## src/rtl/pipe_ctrl.sv

```systemverilog
// pipe_ctrl: one-hot multi-cycle pipeline sequencer for the RISC-V core.
// Optional performance counters are built when PIPE_CTRL_PERF_EN is defined.
module pipe_ctrl (
    input  logic        I_clk,
    input  logic        I_rst,
    input  logic        I_en,
    input  logic [4:0]  I_aluop,
    input  logic        I_memop,
    input  logic        I_shldbranch,
    input  logic        I_mem_ready,
    input  logic        I_halt,
    output logic [6:0]  o_state,
    output logic        o_fetch_en,
    output logic        o_decode_en,
    output logic        o_regread_en,
    output logic        o_alu_en,
    output logic        o_mem_en,
    output logic        o_regwrite_en,
    output logic        o_pc_inc,
    output logic        o_pc_load,
    output logic [15:0] o_cyc_count,
    output logic [15:0] o_instr_count
);

    localparam logic [6:0] S_RESET   = 7'b000_0001;
    localparam logic [6:0] S_FETCH   = 7'b000_0010;
    localparam logic [6:0] S_DECODE  = 7'b000_0100;
    localparam logic [6:0] S_REGREAD = 7'b000_1000;
    localparam logic [6:0] S_EXEC    = 7'b001_0000;
    localparam logic [6:0] S_MEM     = 7'b010_0000;
    localparam logic [6:0] S_WB      = 7'b100_0000;
    localparam logic [6:0] S_HALT    = 7'b000_0000;

    localparam logic [3:0] OP_JMPA = 4'd12;
    localparam logic [3:0] OP_JMPR = 4'd13;

    logic [6:0] state_q;
    logic [6:0] state_d;
    logic       branch_q;
    logic       br_op_q;
    logic       is_br_op;
    logic       in_wb;

    // The signed/variant bit plays no part in sequencing.
    logic unused_aluop_variant;
    assign unused_aluop_variant = I_aluop[0];

    assign is_br_op = (I_aluop[4:1] == OP_JMPA) || (I_aluop[4:1] == OP_JMPR);
    assign in_wb    = state_q[6];

    // Next-state selection; HALT (all-zero) falls to the default and holds.
    always_comb begin
        state_d = state_q;
        unique case (1'b1)
            state_q[0]: state_d = S_FETCH;
            state_q[1]: if (I_mem_ready) state_d = S_DECODE;
            state_q[2]: state_d = S_REGREAD;
            state_q[3]: state_d = S_EXEC;
            state_q[4]: state_d = I_memop ? S_MEM : S_WB;
            state_q[5]: if (I_mem_ready) state_d = S_WB;
            state_q[6]: state_d = I_halt ? S_HALT : S_FETCH;
            default:    state_d = state_q;
        endcase
    end

    // State register; a stall (I_en=0) freezes it.
    always_ff @(posedge I_clk or posedge I_rst) begin
        if (I_rst) begin
            state_q <= S_RESET;
        end else if (I_en) begin
            state_q <= state_d;
        end
    end

    // Capture branch outcome and branch-op class when leaving EXEC.
    always_ff @(posedge I_clk or posedge I_rst) begin
        if (I_rst) begin
            branch_q <= 1'b0;
            br_op_q  <= 1'b0;
        end else if (I_en && state_q[4]) begin
            branch_q <= I_shldbranch;
            br_op_q  <= is_br_op;
        end
    end

    assign o_state       = state_q;
    assign o_fetch_en    = I_en & state_q[1];
    assign o_decode_en   = I_en & state_q[2];
    assign o_regread_en  = I_en & state_q[3];
    assign o_alu_en      = I_en & state_q[4];
    assign o_mem_en      = I_en & (state_q[1] | state_q[5]);
    assign o_regwrite_en = I_en & in_wb & ~br_op_q;
    assign o_pc_load     = I_en & in_wb & branch_q;
    assign o_pc_inc      = I_en & in_wb & ~branch_q;

`ifdef PIPE_CTRL_PERF_EN
    logic [15:0] cyc_q;
    logic [15:0] instr_q;

    // Cycle count covers active states; instruction count ticks on WB exit.
    always_ff @(posedge I_clk or posedge I_rst) begin
        if (I_rst) begin
            cyc_q   <= 16'h0000;
            instr_q <= 16'h0000;
        end else if (I_en) begin
            if (|state_q[6:1]) cyc_q <= cyc_q + 16'd1;
            if (in_wb) instr_q <= instr_q + 16'd1;
        end
    end

    assign o_cyc_count   = cyc_q;
    assign o_instr_count = instr_q;
`else
    assign o_cyc_count   = 16'h0000;
    assign o_instr_count = 16'h0000;
`endif

endmodule

```

## config.mk

```make
export PLATFORM = sky130hd
export DESIGN_NAME = pipe_ctrl
export DESIGN_NICKNAME = d
export VERILOG_FILES = /design/src/rtl/pipe_ctrl.sv
export SDC_FILE = /design/constraint.sdc
export NUM_CORES = 1
export LEC_CHECK = 0
export BUFFER_PORTS_ARGS = -buffer_cell sky130_fd_sc_hd__buf_2
export CORE_MARGIN = 3
export CORE_UTILIZATION = 39
export CTS_BUF_LIST = sky130_fd_sc_hd__clkbuf_8 sky130_fd_sc_hd__clkbuf_16
export DETAILED_ROUTE_END_ITERATION = 8
export PLACE_DENSITY = 0.88
export SYNTH_ARGS = -nofsm -noshare
export SYNTH_HDL_FRONTEND = slang
export SYNTH_SLANG_ARGS = --single-unit
```

## constraint.sdc

```tcl
create_clock -name I_clk -period 1.9 [get_ports I_clk]
set_input_delay 0.285 -clock I_clk [delete_from_list [all_inputs] [get_ports I_clk]]
set_output_delay 0.285 -clock I_clk [all_outputs]
set_load 0.005 [all_outputs]
```

Word level (Yosys, flattened, before mapping)
Cells that the tools add are included.
- input bits: 12
- register bits: 9
- word-level logic and storage cells: 24
- reduce and logical (&&, ||, !) cells: 2
- eq/ne operators: 2
- mux-type cells: 5
- bitwise gates (word level): 12
- operator list (cell ; number):
    $pmux W7 S7 ; 1
    $mux W7 ; 2
    $and A1 B1 Y1 ; 9
    $eq A4 B4 Y1 const B ; 2
    $mux W3 ; 1
    $mux W2 ; 1
    $not A1 Y1 ; 2
    $logic_and A1 B1 Y1 ; 1
    $logic_or A1 B1 Y1 ; 1
    $or A1 B1 Y1 ; 1

Logic depth before layout (Yosys ltp)
Gate-level depths: netlist of the first run.
- word-level depth: 2
- depth in mapped cells: 4
- depth with buffers taken out: 3

Worst setup path after synthesis of the first run
Ideal clock, no wire load.
- path type: reg2reg
- start point: reg state_q[4], in the netlist o_state[4]
- end point: reg branch_q
- library setup time: 0.125 ns
- period minus slack after synthesis: 0.927 ns
- slack: 0.973 ns
- stages on the path, launching flop included: 3
- arrival: 0.802 ns
- path buffers: 0
- cells stage by stage: dfrtp_1 -> nand2_4 -> mux2_4
- longest elaborated chain between the ends: 1
- RTL lines (item ; line ; source):
    start: declaration ; 37 ; logic [6:0] state_q;
    start signal: assignment ; 71 ; state_q <= state_d;
    $logic_and A1 B1 Y1 ; 80 ; end else if (I_en && state_q[4]) begin
    end signal: assignment ; 81 ; branch_q <= I_shldbranch;
    end: declaration ; 39 ; logic branch_q;
No other way between the ends.
A chain may end at the register's enable or synchronous reset.

Worst setup path in the final report of the first run
- start point: reg state_q[6], in the netlist o_state[6]
- end point: out o_pc_load
- longest elaborated chain between the ends: 2
- RTL lines (item ; line ; source):
    $and A1 B1 Y1 (2 in series) ; 93 ; assign o_pc_load = I_en & in_wb & branch_q;
    end: declaration ; 20 ; output logic o_pc_load,
No other way between the ends.

==> impl_metrics.env, run 1 <==
export IMPL_outcome="complete, no violations"
export IMPL_holdWs_ns=0.00196
export IMPL_layout_setup_ws_ns=0.651
export IMPL_ys_ff_latch=9
export IMPL_wl_per_cell_um=9.21
export IMPL_area_growth_synth_to_final_pct=7.50
export IMPL_drv_slew=0
export IMPL_cp_max_fo=5
export IMPL_syn_area_per_cell_um2=8.89
export IMPL_critPathBufInv=1
export IMPL_arrival_ns=0.96
export IMPL_core_mm2=0.00156
export IMPL_gr_total_overflow=0
export IMPL_skew_ns=0.00420
export IMPL_fin_nets=114
export IMPL_yosysSeqAreaShare=0.340
export IMPL_clock_fmax_ghz=0.801
export IMPL_ios=59
export IMPL_p_leak_uw=0.000484
export IMPL_grt_max_degree=11
export IMPL_clock_sinks=9
export IMPL_yosys_warnings=0
export IMPL_slowest_stage="dfrtp_1"
export IMPL_post_route_period_util=0.657
export IMPL_cts_inserted_buffers=3
export IMPL_critPathTopFamily="flip-flops"
export IMPL_drt_initial_drc_count=0
export IMPL_synth_cell_types=21
export IMPL_drc_errors=0
export IMPL_start_kind="register"
export IMPL_rr_worst_depth=2
export IMPL_path_class="reg2out"
export IMPL_numPortBuffers=24
export IMPL_grt_pass1_wl_mm=1.46
export IMPL_cts_hold_buf=0
export IMPL_clk_latency_ns=0.23
export IMPL_grt_pass1_vias=351
export IMPL_slowest_delay_ns=0.41
export IMPL_cts_tree="built"
export IMPL_maxCapViolCount=0
export IMPL_setup_viol_count_final=0
export IMPL_vias=455
export IMPL_cts_path_max_buffers=2
export IMPL_drt_pass1_iterations=1
export IMPL_start_util=0.428
export IMPL_clkSlewWorstSetupHoldPaths_ns=0.04
export IMPL_antenna_found_initial=0
export IMPL_synth_top_area_share=0.360
export IMPL_htreeDepth=1
export IMPL_post_place_ws_ns=0.815
export IMPL_synthesis_area_um2=667
export IMPL_vdd_ir_drop_max_v=0.000487
export IMPL_finalPower_uw=592
export IMPL_die_h_um=47.4
export IMPL_wl_mm=1.08
export IMPL_post_cts_resized=0
export IMPL_die_area_mm2=0.00224
export IMPL_fp_dieW_um=47.4
export IMPL_cp_end_kind="primary output"
export IMPL_root_buffer="clkbuf_8"
export IMPL_crit_cells=2
export IMPL_p_per_area_mw_per_mm2=825
export IMPL_rsz0062_at_grt="no"
export IMPL_synth_top_area_cell="buf_4"
export IMPL_drive_gt1_frac=0.356
export IMPL_cp_required_ns=1.62
export IMPL_hold_class="in2async"
export IMPL_fin_crit_ns=1.25
export IMPL_hpwlAfterDp_um=936
export IMPL_setup_tns_ns=0
export IMPL_yosys_top_cells_area="buf_4 36%, dfrtp_1 30%, dfstp_2 3.9%, nand2_1 3.4%, nor2_1 3.4%"
export IMPL_viasPerCell=3.89
export IMPL_grt_total_usage=0.0986
export IMPL_path_cells="and3_2 > buf_2"
export IMPL_cts_setup_buffers=0
export IMPL_netlist_instances=75
export IMPL_fillCellCount=155
export IMPL_num_antenna_cells=0
export IMPL_timing_hold_violations_final=0
export IMPL_rows=14
export IMPL_globalplace_congestion=0.651
export IMPL_ant_nets=0
-- cell usage after synthesis --
cell	instances
a21o_1	2
a21oi_1	1
a221oi_1	1
a22o_1	1
and2_2	2
and2_4	1
and2b_2	1
and3_2	1
buf_4	32
buf_6	1
conb_1	1
dfrtp_1	8
dfstp_2	1
inv_1	4
inv_2	1
mux2_4	1
nand2_1	6
nand2_4	1
nor2_1	6
o21ai_0	2
o31ai_1	1
-- sequential cells by signal, indices dropped and copies added, names as in the netlist --
signal and flops:
o_state 7, branch_q 1, br_op_q 1
-- layer usage --
| layer | part of all wire | wire, um | track usage | up-vias |
|---|---|---|---|---|
| li1 | - | - | - | 221 |
| met1 | 0.35 | 378 | 0.0972 | 203 |
| met2 | 0.53 | 575 | 0.163 | 31 |
| met3 | 0.11 | 123 | 0.0690 | 0 |
| met4 | 0 | 0 | 0.0331 | 0 |
| met5 | 0 | 0 | 0 | - |
-- placed cells by master, fill, tap and decap left out, drive strengths merged --
cell and n:
conb 32, buf 24, dfrtp 8, nand2 7
nor2 6, inv 6, clkbuf 3, and2 3
o21ai 2, a21o 2, mux2 1, a221oi 1
a21oi 1, a22o 1, and3 1, and2b 1
o31ai 1, dfstp 1
-- final timing paths --
check	from	to	slack, ns
worst max-delay path	o_state[6]$_DFFE_PP0P_	o_pc_load	0.65
worst min-delay path	I_rst	o_state[6]$_DFFE_PP0P_	0.002
worst max register to register	o_state[4]$_DFFE_PP0P_	branch_q$_DFFE_PP0P_	0.95
worst min register to register	br_op_q$_DFFE_PP0P_	br_op_q$_DFFE_PP0P_	0.48
max in group asynchronous	I_rst	o_state[0]$_DFFE_PP1P_	1.61
min in group I_clk	I_aluop[2]	br_op_q$_DFFE_PP0P_	0.23
-- cell type report --
| class | instances | area [um^2] | share of cell area |
|---|---|---|---|
| clock buffer | 3 | 41.3 | 0.0576 |
| clock inverter | 1 | 3.75 | 0.00524 |
| inverter | 5 | 18.8 | 0.0262 |
| multi-input combinational | 59 | 287 | 0.400 |
| sequential | 9 | 226 | 0.316 |
| tap | 16 | 20.0 | 0.0279 |
| timing repair buffer | 24 | 120 | 0.168 |
-- where the power goes --
| group | internal, uW | leakage, uW | switching (uW) |
|---|---|---|---|
| Combinational | 66.3 | 0.000343 | 63.2 |
| Sequential | 225 | 0.000115 | 27.5 |
| Clock | 140 | 0.0000269 | 69.9 |
| Total | 431 | 0.000484 | 161 |
-- cell families after synthesis --
| logic type | after synthesis | share of synthesized area |
|---|---|---|
| buffers and inverters | 38 | 0.405 |
| AND/OR/NAND/NOR | 18 | 0.144 |
| flip-flops | 9 | 0.340 |
| AO/OA/AOI/OAI | 8 | 0.0825 |
| multiplexers | 1 | 0.0225 |
| other | 1 | 0.00562 |
-- through the flow --
stage / util / cells / area, um^2
5_1_grt: 0.460 / 117 / 717
3_5_place_dp: 0.431 / 113 / 672
4_1_cts: 0.460 / 117 / 717
3_3_place_gp: 0.431 / 113 / 672
6_report: 0.460 / 117 / 717
2_1_floorplan: - / 106 / 783
-- worst reg2reg max path, cell delays in order, from the launching register on --
cell and delay, ns:
dfrtp_1 0.42, nand2_4 0.12, mux2_4 0.29
Note: power is estimated with default switching activity, not from simulation.
==> inputs of run 2 (changes only) <==
Settings changed: CORE_ASPECT_RATIO set to 0.7, CORE_UTILIZATION 39 to 33, PLACE_DENSITY 0.88 to 0.8.
Clock period 1.9 ns to 1.1 ns, I/O delays scaled along.
==> run 2 against run 1 <==
  * Via count is 11% higher
  * Combinational power grew to 2.5 times the previous value
  * Die area grew 16%
  * Register-to-register slack got worse by 0.88 ns
  * Flip-flop and latch count unchanged
  * Critical path depth did not move
  * Clock power increased by 84%
  * Largest power group unchanged
==> impl_metrics.env, run 2 (synthesis gave the netlist of run 1 again) <==
export IMPL_cp_end_kind="primary output"
export IMPL_wl_per_cell_um=10.7
export IMPL_critPathTopFamily="flip-flops"
export IMPL_rr_worst_depth=3
export IMPL_post_place_ws_ns=0.156
export IMPL_cts_tree="built"
export IMPL_gr_total_overflow=0
export IMPL_layout_commonest_cell="conb_1"
export IMPL_htreeDepth=1
export IMPL_clock_fmax_ghz=0.915
export IMPL_vias=507
export IMPL_arrival_ns=0.93
export IMPL_cts_path_max_buffers=2
export IMPL_drive_gt1_frac=0.404
export IMPL_num_antenna_cells=0
export IMPL_final_cell_mix="32 x conb_1, 22 x buf_2, 8 x dfrtp_1"
export IMPL_r2r_start="o_state[4]$_DFFE_PP0P_"
export IMPL_drt_pass1_iterations=4
export IMPL_fp_dieW_um=59.7
export IMPL_globalplace_congestion=0.782
export IMPL_endpoint="o_regread_en"
export IMPL_slowest_stage="dfrtp_1"
export IMPL_hold_class="in2reg"
export IMPL_placed_area_um2=678
export IMPL_grt_total_usage=0.0991
export IMPL_drc_errors=0
export IMPL_die_h_um=43.6
export IMPL_p_leak_uw=0.000525
export IMPL_start_util=0.383
export IMPL_area_growth_synth_to_final_pct=20.6
export IMPL_outcome="complete, no violations"
export IMPL_drt_initial_drc_count=2
export IMPL_root_buffer="clkbuf_8"
export IMPL_setup_viol_count_final=0
export IMPL_r2r_slack_ns=0.07
export IMPL_fin_util=0.462
export IMPL_grt_pass1_wl_mm=1.86
export IMPL_ant_nets=0
export IMPL_vdd_ir_drop_max_v=0.000729
export IMPL_clkSlewWorstSetupHoldPaths_ns=0.05
export IMPL_die_area_mm2=0.00260
export IMPL_drv_slew=0
export IMPL_crit_cells=2
export IMPL_clk_latency_ns=0.23
export IMPL_holdWs_ns=0.110
export IMPL_fin_nets=122
export IMPL_wl_mm=1.40
export IMPL_skew_ns=0.00194
export IMPL_clock_sinks=9
export IMPL_layout_setup_ws_ns=0.00742
export IMPL_fin_crit_ns=1.09
export IMPL_numPortBuffers=24
export IMPL_design_area_um2=805
export IMPL_rows=12
export IMPL_path_class="reg2out"
export IMPL_timing_hold_violations_final=0
export IMPL_grt_pass1_vias=406
export IMPL_viasPerCell=3.90
export IMPL_antenna_found_initial=0
export IMPL_rr_endpoint="o_state[6]$_DFFE_PP0P_"
export IMPL_p_per_area_mw_per_mm2=1420
export IMPL_cp_startpoint="o_state[3]$_DFFE_PP0P_"
export IMPL_ios=59
export IMPL_rsz0062_at_grt="yes"
export IMPL_path_cells="and2_2 > buf_2"
export IMPL_critPathBufInv=1
export IMPL_grt_max_degree=11
export IMPL_cp_required_ns=0.94
export IMPL_cp_max_fo=2
export IMPL_slowest_delay_ns=0.37
export IMPL_largest_reg_flops=7
export IMPL_hpwlAfterDp_mm=1.09
export IMPL_start_kind="register"
export IMPL_post_route_period_util=0.993
export IMPL_cts_inserted_buffers=3
export IMPL_maxCapViolCount=0
export IMPL_core_mm2=0.00174
export IMPL_setup_tns_ns=0
run 2: cell types whose count changed in the layout (fill, tap and decap cells not counted), sizes merged:
cell and change:
buf +7, clkinv +1, dlygate4sd3 +1, inv -1
run 2: per-stage QoR:
stage / total power, uW / cells
after floorplan: 655 / 106
after global placement: 659 / 118
after detailed placement: 673 / 118
after CTS: 1090 / 126
after global routing: 1210 / 130
final: 1150 / 130
run 2: what timing repair did:
item | CTS | global route
resized for setup | 2 | 2
setup endpoints to repair | 3 | 7
hold buffers | 1 | 0
pin swaps | 0 | 2
buffers inserted | 3 | 4
endpoints found under the hold margin | 8 | 0
run 2: layer usage:
metal | up-vias | routed length, um | global-route usage
met5 | - | 0 | 0
met4 | 0 | 32 | 0.0664
met3 | 4 | 156 | 0.0327
met2 | 35 | 732 | 0.175
met1 | 228 | 475 | 0.0984
li1 | 240 | - | -
run 2: worst reg2reg max path, cell delays in order, from the launching register on:
cell,delay [ns]
dfrtp_1,0.41
buf_4,0.16
a221oi_1,0.28
nor2_1,0.07
run 2: worst min-delay path by stage:
stage | start | to | slack, ns | cells past startpoint
finish | I_aluop[2] | br_op_q$_DFFE_PP0P_ | 0.11 | 2
global route | I_aluop[2] | br_op_q$_DFFE_PP0P_ | 0.11 | 2
CTS | I_aluop[2] | br_op_q$_DFFE_PP0P_ | 0.11 | 2
detailed placement | I_rst | o_state[2]$_DFFE_PP0P_ | 0.15 | 2
global placement | I_rst | o_state[1]$_DFFE_PP0P_ | 0.13 | 2
floorplan | I_rst | br_op_q$_DFFE_PP0P_ | -0.008 | 1
run 2: area by class of cell:
| class | count | area, um^2 |
|---|---|---|
| fill | 178 | 937 |
| multi-input combinational | 59 | 292 |
| sequential | 9 | 226 |
| timing repair buffer | 32 | 195 |
| clock buffer | 3 | 41.3 |
| tap | 21 | 26.3 |
| inverter | 5 | 18.8 |
| clock inverter | 1 | 5.00 |
run 2: power breakdown:
part,total (uW),leakage (uW),switching [uW],internal (uW)
clock network,387,0.0000255,140,248
registers,433,0.000115,45.1,387
logic,326,0.000385,143,183
total,1150,0.000525,328,818
==> inputs of run 3 (changes only) <==
Settings changed: PLACE_DENSITY 0.8 to 0.82.
==> run 3 against run 2 <==
  * Sequential share of layout area rose by 0.83 points
  * Sequential power about the same
  * Fmax is 0.30% lower
  * Clock power fell by 1%
  * Wire length fell by 0.36%
==> impl_metrics.env, run 3 (synthesis gave the netlist of run 1 again) <==
export IMPL_clock_fmax_ghz=0.913
export IMPL_fin_crit_ns=1.10
export IMPL_cp_max_fo=2
export IMPL_rows=12
export IMPL_drv_slew=0
export IMPL_wl_per_cell_um=10.8
export IMPL_drt_initial_drc_count=2
export IMPL_drc_errors=0
export IMPL_hpwlAfterDp_mm=1.10
export IMPL_clock_sinks=9
export IMPL_cts_tree="built"
export IMPL_fp_dieW_um=59.7
export IMPL_die_h_um=43.6
export IMPL_final_cell_mix="32 x conb_1, 23 x buf_2, 7 x dfrtp_1"
export IMPL_grt_total_usage=0.0974
export IMPL_numPortBuffers=24
export IMPL_die_area_mm2=0.00260
export IMPL_maxCapViolCount=0
export IMPL_area_growth_synth_to_final_pct=17.8
export IMPL_wl_mm=1.39
export IMPL_p_per_area_mw_per_mm2=1390
export IMPL_vdd_ir_drop_max_v=0.000684
export IMPL_grt_pass1_vias=388
export IMPL_antenna_found_initial=0
export IMPL_cp_end_kind="primary output"
export IMPL_ios=59
export IMPL_core_mm2=0.00174
export IMPL_clkSlewWorstSetupHoldPaths_ns=0.05
export IMPL_layout_setup_ws_ns=0.00413
export IMPL_clk_latency_ns=0.23
export IMPL_setup_tns_ns=0
export IMPL_hold_class="in2reg"
export IMPL_largest_reg_flops=7
export IMPL_start_kind="register"
export IMPL_holdPathStages=2
export IMPL_htreeDepth=1
export IMPL_placedCellCount=118
export IMPL_setup_viol_count_final=0
export IMPL_root_buffer="clkbuf_8"
export IMPL_layout_commonest_cell="conb_1"
export IMPL_fin_nets=121
export IMPL_vias=478
export IMPL_post_route_period_util=0.996
export IMPL_viasPerCell=3.71
export IMPL_cts_inserted_buffers=3
export IMPL_outcome="complete, no violations"
export IMPL_grt_max_degree=11
export IMPL_timing_hold_violations_final=0
export IMPL_drt_pass1_iterations=4
export IMPL_num_antenna_cells=0
export IMPL_start_util=0.383
export IMPL_rsz0062_at_grt="yes"
export IMPL_post_place_ws_ns=0.150
export IMPL_gr_total_overflow=0
export IMPL_p_leak_uw=0.000517
export IMPL_fillCellCount=180
export IMPL_drive_gt1_frac=0.398
export IMPL_arrival_ns=0.93
export IMPL_layout_cells_non_filler=129
export IMPL_rr_worst_depth=3
export IMPL_skew_ns=0.000468
export IMPL_cp_required_ns=0.94
export IMPL_grt_pass1_wl_mm=1.84
export IMPL_path_class="reg2out"
export IMPL_cts_path_max_buffers=2
export IMPL_globalplace_congestion=0.776
export IMPL_ant_nets=0
[run 3: cell types whose count changed in the layout (fill, tap and decap cells not counted), sizes merged]
| cell | change |
|---|---|
| buf | -1 |
| clkinv | -1 |
| inv | +1 |
[run 3: what timing repair did]
item                                    4_1_cts  5_1_grt
hold buffers                                  1        0
pin swaps                                     0        1
endpoints found under the setup margin        3        6
setup buffers                                 3        3
resized for setup                             0        2
endpoints found under the hold margin         8        0
[run 3: area by class of cell]
cell class	count	area, um^2	area share
clock inverters	1	3.75	0.00478
well taps	21	26.3	0.0334
flip-flops and latches	9	228	0.290
multi-input cells	59	287	0.365
clock buffers	3	41.3	0.0525
repair buffers	31	181	0.231
inverters	5	18.8	0.0239
[run 3: critical path, stage by stage (launching register included)]
cell	delay, ns
dfrtp_1	0.37
and2_2	0.20
buf_2	0.13
[run 3: metrics by stage]
step                area, um^2  power, uW  hold slack [ns]  utilization
CTS                        756       1070            0.114        0.434
detailed placement         678        675            0.145        0.389
global route               786       1140            0.118        0.451
floorplan                  783        655         -0.00780            -
global placement           678        658            0.131        0.389
finish                     786       1090            0.111        0.451
[run 3: power by group]
part,internal (uW),switching (uW)
Clock,244,138
Sequential,388,45.0
Combinational,147,132
[run 3: per-layer routing]
| layer | track usage | part of all wire |
|---|---|---|
| met5 | 0 | 0 |
| met3 | 0.0357 | 0.11 |
| met1 | 0.104 | 0.36 |
| met4 | 0.0531 | 0.014 |
| met2 | 0.166 | 0.52 |
[run 3: final timing paths]
kind,slack [ns],endpoint,startpoint
worst min-delay path,0.11,br_op_q$_DFFE_PP0P_,I_aluop[2]
max in group asynchronous,0.36,o_state[0]$_DFFE_PP1P_,I_rst
worst max register to register,0.08,branch_q$_DFFE_PP0P_,o_state[4]$_DFFE_PP0P_
worst max-delay path,0.004,o_decode_en,o_state[2]$_DFFE_PP0P_
min in group asynchronous,0.44,o_state[2]$_DFFE_PP0P_,I_rst
worst min register to register,0.50,br_op_q$_DFFE_PP0P_,br_op_q$_DFFE_PP0P_
